==> src/rtl/lsu_pkg.sv <==
// Package for the load/store memory-access stage.
// Contents:
//   - Access size encodings: SZ_WORD, SZ_HALF, SZ_BYTE. Encoding 3 is illegal and behaves as a word.
//   - Byte-enable constants.
//   - The FSM state enum.
//   - An alignment helper, used when MISALIGN_TRAP_EN is defined.
package lsu_pkg;

  localparam logic [1:0] SZ_WORD = 2'd0;
  localparam logic [1:0] SZ_HALF = 2'd1;
  localparam logic [1:0] SZ_BYTE = 2'd2;

  localparam logic [3:0] BE_WORD     = 4'b1111;
  localparam logic [3:0] BE_HALF_LO  = 4'b0011;
  localparam logic [3:0] BE_HALF_MID = 4'b0110;
  localparam logic [3:0] BE_HALF_HI  = 4'b1100;
  localparam logic [3:0] BE_BYTE0    = 4'b0001;

  typedef enum logic [1:0] {
    IDLE = 2'd0,
    REQ  = 2'd1,
    WAIT = 2'd2,
    MIS  = 2'd3
  } lsu_state_e;

  // Halves may sit at any even offset.
  // Words (including illegal size 3) must sit at offset 0.
  // Bytes are always aligned.
  function automatic logic is_misaligned(input logic [1:0] size, input logic [1:0] off);
    case (size)
      SZ_HALF: return off[0];
      SZ_BYTE: return 1'b0;
      default: return off != 2'b00;
    endcase
  endfunction

endpackage

==> src/rtl/lsu_store_align.sv <==
// Store lane alignment (purely combinational).
// Ports:
//   size       in  2   access size (lsu_pkg SZ_* encoding; 3 treated as word)
//   off        in  2   byte offset addr[1:0]
//   wdata      in  32  store data, LSB-justified
//   be         out 4   byte enables
//   lane_data  out 32  store data moved onto the enabled byte lanes
// Placement rules:
//   - A half at offset 3 uses the upper half lanes. This matches the
//     downstream sign-extension unit's lane selection.
//   - A byte store replicates the byte onto all four lanes.
//   - A word ignores the offset.
module lsu_store_align
  import lsu_pkg::*;
(
  input  logic [1:0]  size,
  input  logic [1:0]  off,
  input  logic [31:0] wdata,
  output logic [3:0]  be,
  output logic [31:0] lane_data
);

  always_comb begin
    be        = BE_WORD;
    lane_data = wdata;
    case (size)
      SZ_HALF: begin
        case (off)
          2'd0: begin
            be        = BE_HALF_LO;
            lane_data = {16'h0000, wdata[15:0]};
          end
          2'd1: begin
            be        = BE_HALF_MID;
            lane_data = {8'h00, wdata[15:0], 8'h00};
          end
          default: begin
            be        = BE_HALF_HI;
            lane_data = {wdata[15:0], 16'h0000};
          end
        endcase
      end
      SZ_BYTE: begin
        be        = BE_BYTE0 << off;
        lane_data = {4{wdata[7:0]}};
      end
      default: ;
    endcase
  end

endmodule

==> src/rtl/lsu_mem_ctrl.sv <==
// Load/store memory-access stage between EX and WB.
//
// Behaviour:
//   - Takes one load/store from EX.
//   - Runs the dmem req/gnt/rvalid handshake.
//   - Returns the raw read word plus its address, size and unsigned flag
//     to the downstream sign-extension unit.
//
// Optional feature, macro MISALIGN_TRAP_EN:
//   - Misaligned halves and words issue no request.
//   - Instead they pulse the extra 'misalign' output.
//
// Parameter:
//   TIMEOUT_CYCLES  number of WAIT cycles before a load reports bus_err (2..255)
//
// Ports:
//   clk, rst_n      clock and asynchronous active-low reset
//   ex_*            operation from EX (valid/ready)
//   dmem_*          data-memory request/response
//   wb_*            captured load result; only wb_valid pulses
//   st_done         1-cycle pulse: store granted
//   bus_err         1-cycle pulse: load timed out
//   misalign        1-cycle pulse: misaligned access (only with MISALIGN_TRAP_EN)
//
// Handshakes:
//   - EX transfer happens on a cycle where ex_valid && ex_ready.
//   - ex_ready is high only in IDLE with reset released.
//   - dmem_req and all dmem_* fields stay stable from the first REQ cycle
//     until the cycle where dmem_gnt is sampled high.
//   - dmem_rvalid counts only together with gnt in REQ, or in WAIT.
//     At any other time it is ignored.
module lsu_mem_ctrl
  import lsu_pkg::*;
#(
  parameter int unsigned TIMEOUT_CYCLES = 16
) (
  input  logic        clk,
  input  logic        rst_n,
  input  logic        ex_valid,
  output logic        ex_ready,
  input  logic        ex_we,
  input  logic [1:0]  ex_size,
  input  logic        ex_unsigned,
  input  logic [31:0] ex_addr,
  input  logic [31:0] ex_wdata,
  output logic        dmem_req,
  input  logic        dmem_gnt,
  output logic        dmem_we,
  output logic [31:0] dmem_addr,
  output logic [3:0]  dmem_be,
  output logic [31:0] dmem_wdata,
  input  logic        dmem_rvalid,
  input  logic [31:0] dmem_rdata,
  output logic        wb_valid,
  output logic [31:0] wb_din,
  output logic [31:0] wb_addr,
  output logic [1:0]  wb_signext_sel,
  output logic        wb_func3,
  output logic        st_done,
  output logic        bus_err
`ifdef MISALIGN_TRAP_EN
  ,
  output logic        misalign
`endif
);

  localparam logic [7:0] TO_LAST = 8'(TIMEOUT_CYCLES - 1);

  lsu_state_e  state_q, state_d;
  logic [7:0]  to_cnt_q;

  // Operation latched at acceptance; it drives dmem_* while REQ is held.
  logic        op_we_q;
  logic [1:0]  op_size_q;
  logic        op_unsigned_q;
  logic [31:0] op_addr_q;
  logic [3:0]  op_be_q;
  logic [31:0] op_wdata_q;

  logic [3:0]  st_be;
  logic [31:0] st_data;

  // Single-cycle decisions produced by the next-state logic.
  logic        latch_op;
  logic        capture;
  logic        st_grant;
  logic        timeout;

  lsu_store_align u_align (
    .size      (ex_size),
    .off       (ex_addr[1:0]),
    .wdata     (ex_wdata),
    .be        (st_be),
    .lane_data (st_data)
  );

  always_comb begin
    state_d  = state_q;
    latch_op = 1'b0;
    capture  = 1'b0;
    st_grant = 1'b0;
    timeout  = 1'b0;
    case (state_q)
      IDLE: begin
        if (ex_valid) begin
          latch_op = 1'b1;
          state_d  = REQ;
`ifdef MISALIGN_TRAP_EN
          if (is_misaligned(ex_size, ex_addr[1:0])) state_d = MIS;
`endif
        end
      end
      REQ: begin
        if (dmem_gnt) begin
          if (op_we_q) begin
            st_grant = 1'b1;
            state_d  = IDLE;
          end else if (dmem_rvalid) begin
            // Zero-wait memory: data comes back in the grant cycle.
            capture = 1'b1;
            state_d = IDLE;
          end else begin
            state_d = WAIT;
          end
        end
      end
      WAIT: begin
        // rvalid is checked first so data on the last allowed cycle still wins.
        if (dmem_rvalid) begin
          capture = 1'b1;
          state_d = IDLE;
        end else if (to_cnt_q == TO_LAST) begin
          timeout = 1'b1;
          state_d = IDLE;
        end
      end
      MIS: state_d = IDLE;
      default: state_d = IDLE;
    endcase
  end

  always_ff @(posedge clk or negedge rst_n) begin
    if (!rst_n) begin
      state_q  <= IDLE;
      to_cnt_q <= 8'd0;
    end else begin
      state_q  <= state_d;
      to_cnt_q <= (state_q == WAIT) ? to_cnt_q + 8'd1 : 8'd0;
    end
  end

  always_ff @(posedge clk or negedge rst_n) begin
    if (!rst_n) begin
      op_we_q       <= 1'b0;
      op_size_q     <= 2'd0;
      op_unsigned_q <= 1'b0;
      op_addr_q     <= 32'd0;
      op_be_q       <= 4'd0;
      op_wdata_q    <= 32'd0;
    end else if (latch_op) begin
      op_we_q       <= ex_we;
      op_size_q     <= ex_size;
      op_unsigned_q <= ex_unsigned;
      op_addr_q     <= ex_addr;
      op_be_q       <= ex_we ? st_be : BE_WORD;
      op_wdata_q    <= ex_we ? st_data : 32'd0;
    end
  end

  always_ff @(posedge clk or negedge rst_n) begin
    if (!rst_n) begin
      wb_valid       <= 1'b0;
      st_done        <= 1'b0;
      bus_err        <= 1'b0;
      wb_din         <= 32'd0;
      wb_addr        <= 32'd0;
      wb_signext_sel <= 2'd0;
      wb_func3       <= 1'b0;
    end else begin
      wb_valid <= capture;
      st_done  <= st_grant;
      bus_err  <= timeout;
      if (capture) begin
        wb_din         <= dmem_rdata;
        wb_addr        <= op_addr_q;
        wb_signext_sel <= op_size_q;
        wb_func3       <= op_unsigned_q;
      end
    end
  end

  // Request is a decode of state: the async reset removes it immediately.
  assign dmem_req   = (state_q == REQ);
  assign dmem_we    = op_we_q;
  assign dmem_addr  = {op_addr_q[31:2], 2'b00};
  assign dmem_be    = op_be_q;
  assign dmem_wdata = op_wdata_q;
  assign ex_ready   = rst_n && (state_q == IDLE);

`ifdef MISALIGN_TRAP_EN
  assign misalign = (state_q == MIS);
`endif

endmodule

==> config.mk <==
export PLATFORM = sky130hd
export DESIGN_NAME = lsu_mem_ctrl
export DESIGN_NICKNAME = d
export VERILOG_FILES = /design/src/rtl/lsu_pkg.sv /design/src/rtl/lsu_store_align.sv /design/src/rtl/lsu_mem_ctrl.sv
export SDC_FILE = /design/constraint.sdc
export NUM_CORES = 1
export LEC_CHECK = 0
export ABC_AREA = 1
export CAP_MARGIN = 40
export CORE_ASPECT_RATIO = 1.25
export CORE_MARGIN = 2
export CORE_UTILIZATION = 47
export CTS_CLUSTER_SIZE = 14
export DETAILED_ROUTE_END_ITERATION = 8
export PLACE_DENSITY = 0.83
export SLEW_MARGIN = 0
export SYNTH_ARGS = -nofsm -noshare
export SYNTH_HDL_FRONTEND = slang
export SYNTH_SLANG_ARGS = --single-unit
==> constraint.sdc <==
create_clock -name clk -period 4.3 [get_ports clk]
set_clock_uncertainty 0.05 [all_clocks]
set_input_delay 0.86 -clock clk [delete_from_list [all_inputs] [get_ports clk]]
set_output_delay 0.86 -clock clk [all_outputs]
set_load 0.01 [all_outputs]
==> results by group, run 1 <==
Floorplanning
  – Total Die Area: 15500 µm²
  – Die extent in x: 112 µm
  – Count of pins on the block boundary: about 250
  – Starting density of the core: 47.9%
  – Number of cell rows: 49
  – Placeable Area: 14300 µm²
  – Die span in y: approximately 140 µm

GRT
  – Global-route total usage across every layer: 25.2%
  – Initial antenna violation count: 0
  – Wire length of the first global-routing pass: 31200 µm
  – Global route overflow: 0
  – Maximum number of pins on one net before global-route repair: 70
  – Vias in the first global route: 6299

Placement
  – Routability cong.: 0.911
  – Post-placement worst setup slack: roughly 1100 ps
  – Number of port buffers: 243
  – Detailed placement HPWL: between 10000 and 15000 µm

Logic synthesis
  – Cell accounting for the most synthesized area: dfrtp_1
  – Flops & latches, synth: 152
  – Number of different library cells in the post-synthesis netlist: 23
  – Largest family of logic cells by synthesized area: simple AND/OR/NAND/NOR gates
  – Compound-gate portion of the synthesized area: 4.50%
  – Syn Area/Cell: 8.17 µm²
  – Post-synthesis sequential area ratio: 55.6%
  – Simple logic cell fraction of the synthesized area: ~29%
  – Parity-gate share of the synthesized area counting xor and xnor cells: 0%
  – Yosys top cell area share: a little under three fifths
  – Cell area after technology mapping: about 6800 µm²
  – Mapped Cells: roughly 840
  – Fraction of synthesized area in multiplexers: 0%
  – Number of warnings printed during yosys synthesis: 0
  – Top post-synthesis cells by area: dfrtp_1 56%, nand2_1 22%, buf_4 4.1%
  – Post-synthesis adder-cell area fraction: 1.28%

Clocking
  – Clock Tree Buf Depth: 2
  – Post-cts repair resize count: 0
  – Sinks on the clock net: 152
  – Level count of the clock H-tree: 4
  – Clock Root Buffer: clkbuf_16
  – CTS tree: built
  – Hold-fix buffers at CTS: 0
  – Num CTS Buffers: 17
  – Setup bufs post-CTS: 0
  – Insertion delay to the later sink of the worst-skew pair: 400 ps
  – Worst-path clk slew: roughly 60 ps

Timing
  – Min setup slack post-route: 1560 ps
  – Period utilisation layout: 63.7%
  – Slew of the pin with the lowest slew margin: 791 ps
  – Relative slew slack: 47.2%
  – Setup_tns: 0 ps
  – Number of hold violations in the final report: 0
  – Final setup vio count: 0
  – Final Slew Violations: 0
  – Highest attainable clock frequency: ~360 MHz
  – Setup repair after global routing missed its margin: false
  – Min Clock Period, post-route: 2740 ps

Cells and area
  – Area growth from synthesis to final layout: 42.1%
  – Filler cell count: roughly 1100
  – Final net count: 1152
  – Leading cell types in the layout, fill and taps excluded: 408 x nand2_1, 242 x clkdlybuf4s50_1, 152 x dfrtp_1
  – Commonest non-fill, non-tap cell in the layout: nand2_1
  – Share of final-layout standard cells stronger than drive strength 1: 4.95%
  – Number of antenna cells inserted: 0

Power and ir drop
  – Post-route total power: ~6500 µW
  – Static power due to leakage: about 0.0048 µW
  – Pwr dens: 667 nW/µm²
  – Max VDD drop: 331 µV

Worst setup path
  – RR Startpoint: state_q[0]$_DFFE_PN0P_
  – R2R cell count: 8
  – Endpoint of the lowest-slack register-to-register path: dmem_wdata[15]$_DFFE_PN0P_
  – Type of the worst setup path: in2reg
  – Crit Path Max Fanout: 26
  – Worst endpoint required time: 4520 ps
  – WP data arrival: 2960 ps
  – Sort of element at the start of the critical path: primary input
  – Worst setup EP type: register
  – Setup slack on the worst flop-to-flop path: 1890 ps

Detailed routing
  – Number of violations reported at the end of detailed-routing iteration 0: a little under 300
  – Post-route ant nets: 0
  – Count of vias placed by the detailed router: 6106
  – Total iterations of the first detailed-routing run: 6
  – Detailed-route wire length per cell: 15.4 µm
  – Detailed Route WL: 19000 µm
  – DRC: 0
  – Via/cell ratio: 4.97

Flow run
  – Number of violations of the max-capacitance limit: 0

Hold path
  – Hold WC Path Type: in2async

Outcome
  – Status: finished clean
cell type report:
| class | count | area [µm²] | share of cell area (%) |
|---|---|---|---|
| Sequential cell | 152 | 3800 | 39.1 |
| Timing Repair Buffer | 252 | 2520 | 25.9 |
| Multi-Input combinational cell | 571 | 2410 | 24.8 |
| Clock buffer | 18 | 439 | 4.52 |
| Tap cell | 178 | 223 | 2.29 |
| Inverter | 46 | 173 | 1.78 |
| Clock inverter | 12 | 153 | 1.57 |
cell families (layout without fill, tap and decap cells):
| logic type | after synthesis | after routing |
|---|---|---|
| other | 1 | 2 |
| buffers and inverters | 115 | 328 |
| AND/OR/NAND/NOR | 510 | 510 |
| AO/OA/AOI/OAI | 52 | 52 |
| adder cells (fa/ha/maj) | 7 | 7 |
| flip-flops | 152 | 152 |
worst max-delay path, stage by stage:
cell             delay [ps]
clkdlybuf4s50_1         520
inv_1                    70
ha_1                    330
inv_1                   590
nand2_1                 150
o21ai_2                 300
o21ai_0                 130
cells in the mapped netlist:
cell type  instances
buf_4             37
conb_1             1
o21ai_2            2
o21ai_0           23
nor3_1             4
nand2_1          408
inv_2              4
buf_2             14
a31oi_1            2
buf_6              6
nor2_4             1
ha_1               7
nand2_2            2
nor2_2             2
a21oi_1           10
nor2_1            45
o21bai_1           1
nand3_1           47
nand2_4            1
o211ai_1          14
dfrtp_1          152
inv_1             42
clkbuf_1          12
per-stage QoR:
step           area (µm²)  hold WS [ps]  utilization (%)  cells
3_3_place_gp         9100           402             63.7   1198
4_1_cts              9720           269             68.0   1229
6_report             9720           268             68.0   1229
5_1_grt              9720           276             68.0   1229
2_1_floorplan        6840           378                -    838
3_5_place_dp         9130           401             63.9   1199
per-layer routing:
| layer | routed length, µm | track usage, % | vias up |
|---|---|---|---|
| met5 | 0 | 0 | - |
| met4 | 660 | 12.2 | 0 |
| met3 | 1350 | 6.03 | 39 |
| met2 | 9540 | 43.4 | 247 |
| met1 | 7430 | 29.5 | 2868 |
| li1 | - | - | 2952 |
report_power, final:
| group | switching, µW | total, µW | internal, µW |
|---|---|---|---|
| sequential | 364 | 2380 | 2020 |
| clock | 571 | 1490 | 922 |
| combinational | 1250 | 2600 | 1350 |
| total | 2190 | 6480 | 4290 |
how the worst max path moves through the flow:
stage | cells after the start | startpoint | endpoint | slack (ps)
floorplan | 9 | ex_size[0] | dmem_wdata[20]$_DFFE_PN0P_ | 2340
global placement | 7 | ex_size[0] | dmem_wdata[7]$_DFFE_PN0P_ | 1230
CTS | 4 | rst_n | ex_ready | 1550
detailed placement | 7 | ex_size[0] | dmem_wdata[4]$_DFFE_PN0P_ | 1150
global route | 7 | ex_size[0] | dmem_wdata[7]$_DFFE_PN0P_ | 1380
finish | 7 | ex_size[0] | dmem_wdata[6]$_DFFE_PN0P_ | 1560
sequential cells by signal (all words and copies together) (netlist names):
signal and flops:
state_q 2, st_done 1, wb_din 32, op_unsigned_q 1
dmem_wdata 32, op_size_q 2, wb_valid 1, dmem_be 4
dmem_we 1, wb_func3 1, wb_signext_sel 2, op_addr_q 32
wb_addr 32, bus_err 1, to_cnt_q 8
(Power assumes the default switching activity.)
==> run 2, diff against run 1 <==
CORE_UTILIZATION = 41   (was 47)
PLACE_DENSITY = 0.77   (was 0.83)
clock period = 2.3 ns   (was 4.3 ns; I/O delays follow)
==> results by group, run 2 (synthesis gave the netlist of run 1 again) <==
Power and ir drop
  – Clock share of power: 23.0% (about the same)
  – Post-route total power: 12200 µW (+89%)
  – Static power due to leakage: 0.00488 µW (+1.3%)
  – Net switching power: 4120 µW (+88%)
  – Max VDD drop: 685 µV (+110%)
  – Internal power: 8100 µW (+89%)
  – Switching part of the total: 33.7% (-0.072 points)
  – Pwr dens: 1240 nW/µm² (+85%)
  – Portion of total power attributed to sequential cells: 36.5% (-0.3 points)
  – Logic gate share of total power: 40.6% (+0.4 points)

Worst setup path
  – Cell depth of the worst setup path: 3 (-4)
  – CP Cell Sequence: inv_1 -> ha_1 -> clkdlybuf4s50_1
  – Critical Path Slowest Stage Cell: clkdlybuf4s50_1
  – Crit path buffers/inverters: 2 (-1)
  – WP data arrival: 1700 ps (-1260 ps)
  – R2R cell count: 8 (unchanged)
  – Sort of element at the start of the critical path: register
  – Kind of cell adding the most delay to the critical path: buffers and inverters
  – Crit Path Max Fanout: 3 (-88%)
  – Worst endpoint required time: 1790 ps (-2730 ps)
  – Worst setup EP type: output port
  – Max stage delay on crit path: 560 ps (-30 ps)
  – Type of the worst setup path: reg2out

Timing
  – Setup_tns: 0 ps (unchanged)
  – Min Clock Period, post-route: 2210 ps
  – Number of hold violations in the final report: 0 (unchanged)
  – Period utilisation layout: a little over nine tenths
  – Final setup vio count: 0 (unchanged)
  – Setup repair after global routing missed its margin: false
  – Relative slew slack: 44.7% (-2.6 points)
  – Final Slew Violations: 0 (unchanged)
  – Slew of the pin with the lowest slew margin: 830 ps (+39.2 ps)
  – Highest attainable clock frequency: approximately 450 MHz

Detailed routing
  – Total iterations of the first detailed-routing run: 5 (-1)
  – Via/cell ratio: 4.81 (-3.1%)
  – DRC: 0 (unchanged)
  – Detailed-route wire length per cell: 15.1 µm (-2.3%)
  – Number of violations reported at the end of detailed-routing iteration 0: 407 (+41%)
  – Post-route ant nets: 0 (unchanged)
  – Detailed Route WL: 19300 µm (+1.6%)
  – Count of vias placed by the detailed router: 6152 (+0.75%)

Floorplanning
  – Total Die Area: 17700 µm² (+14%)
  – Placeable Area: 16300 µm² (+14%)
  – Number of cell rows: 52 (+6.1%)
  – Die span in y: 148 µm (+6.9%)
  – Die extent in x: 120 µm (+6.8%)
  – Count of pins on the block boundary: 246 (unchanged)
  – Starting density of the core: 42.0% (-5.8 points)

Clocking
  – Level count of the clock H-tree: 4 (unchanged)
  – Post-cts repair resize count: 2 (+2)
  – Sinks on the clock net: 152 (unchanged)
  – Clock Tree Buf Depth: 2 (unchanged)
  – Hold-fix buffers at CTS: 0 (unchanged)
  – Clock Root Buffer: clkbuf_16
  – CTS tree: built
  – Num CTS Buffers: 17 (unchanged)
  – Insertion delay to the later sink of the worst-skew pair: 410 ps (about the same)
  – Setup bufs post-CTS: 0 (unchanged)
  – Worst-path clk slew: 60 ps (about the same)

Outcome
  – Status: finished clean

Cells and area
  – Leading cell types in the layout, fill and taps excluded: 408 x nand2_1, 241 x clkdlybuf4s50_1, 152 x dfrtp_1
  – Share of final-layout standard cells stronger than drive strength 1: 5.93% (+0.98 points)
  – Number of antenna cells inserted: 0 (unchanged)
  – Final net count: 1162 (+0.87%)
  – Commonest non-fill, non-tap cell in the layout: nand2_1
  – Area growth from synthesis to final layout: 44.6%

GRT
  – Global route overflow: 0 (unchanged)
  – Global-route total usage across every layer: 22.0% (-3.1 points)
  – Initial antenna violation count: 0 (unchanged)
  – Vias in the first global route: 5960 (-5.4%)
  – Maximum number of pins on one net before global-route repair: 153 (+120%)
  – Wire length of the first global-routing pass: 30600 µm (-2.0%)

Hold path
  – Hold WC Path Type: in2async

Placement
  – Detailed placement HPWL: 13600 µm (-0.91%)
  – Number of port buffers: 243 (unchanged)
  – Routability cong.: 0.880 (-3.4%)

Flow run
  – Number of violations of the max-capacitance limit: 0 (unchanged)
-- run 2: cell types whose count changed in the layout (fill, tap and decap cells not counted), sizes merged --
cell | before | now
dlygate4sd2 | 0 | 1
buf | 10 | 20
clkdlybuf4s50 | 242 | 241
clkinv | 7 | 6
clkinvlp | 1 | 2
clkbuf | 18 | 19
-- run 2: worst register-to-register path: stages, from the launching register on --
cell and delay (ps):
dfrtp_1 370, inv_1 90, ha_1 310, inv_2 100, o21ai_2 70, nand2_4 60
buf_4 440, nand2_1 160, nand2_1 100
-- run 2: worst paths after layout --
| kind | startpoint | to | slack, ps |
|---|---|---|---|
| worst max-delay path | state_q[1]$_DFFE_PN0P_ | dmem_req | 90 |
| worst min-delay path | rst_n | dmem_wdata[20]$_DFFE_PN0P_ | 160 |
| worst max register to register | state_q[0]$_DFFE_PN0P_ | wb_din[11]$_DFFE_PN0P_ | 480 |
| worst min register to register | to_cnt_q[0]$_DFF_PN0_ | to_cnt_q[0]$_DFF_PN0_ | 410 |
| max in group asynchronous | rst_n | wb_din[29]$_DFFE_PN0P_ | 1430 |
| min in group clk | to_cnt_q[0]$_DFF_PN0_ | to_cnt_q[0]$_DFF_PN0_ | 410 |
-- run 2: metal layers --
metal	share of wire (%)	GRT usage, %
met3	8.7	6.13
met5	0	0
met2	50	38.1
met1	38	25.4
met4	2.7	10.1
-- run 2: per-stage QoR --
| step | instances | setup WS [ps] | hold WS, ps | instance area, µm² | utilization, % |
|---|---|---|---|---|---|
| CTS | 1278 | 59.2 | 223 | 9890 | 60.8 |
| finish | 1278 | 90.1 | 160 | 9890 | 60.8 |
| floorplan | 838 | 740 | 114 | 6840 | - |
| detailed placement | 1247 | 73.3 | 406 | 9290 | 57.1 |
| global route | 1278 | 6.05 | 236 | 9890 | 60.8 |
| global placement | 1247 | 103 | 398 | 9290 | 57.1 |
-- run 2: final cells by class --
| class | count | area, µm² |
|---|---|---|
| Multi-Input combinational cell | 571 | 2410 |
| Tap cell | 216 | 270 |
| Fill cell | 1399 | 6380 |
| Inverter | 46 | 173 |
| Sequential cell | 152 | 3800 |
| Clock inverter | 12 | 151 |
| Timing Repair Buffer | 262 | 2640 |
| Clock buffer | 19 | 443 |
-- run 2: power by group through the flow --
stage,registers [µW],clock network (µW),logic (µW)
4_1_cts,4460,2870,5030
6_report,4460,2800,4960
2_1_floorplan,4750,0,2080
3_5_place_dp,4470,0,5020
5_1_grt,4600,3000,5410
3_3_place_gp,4480,0,4930
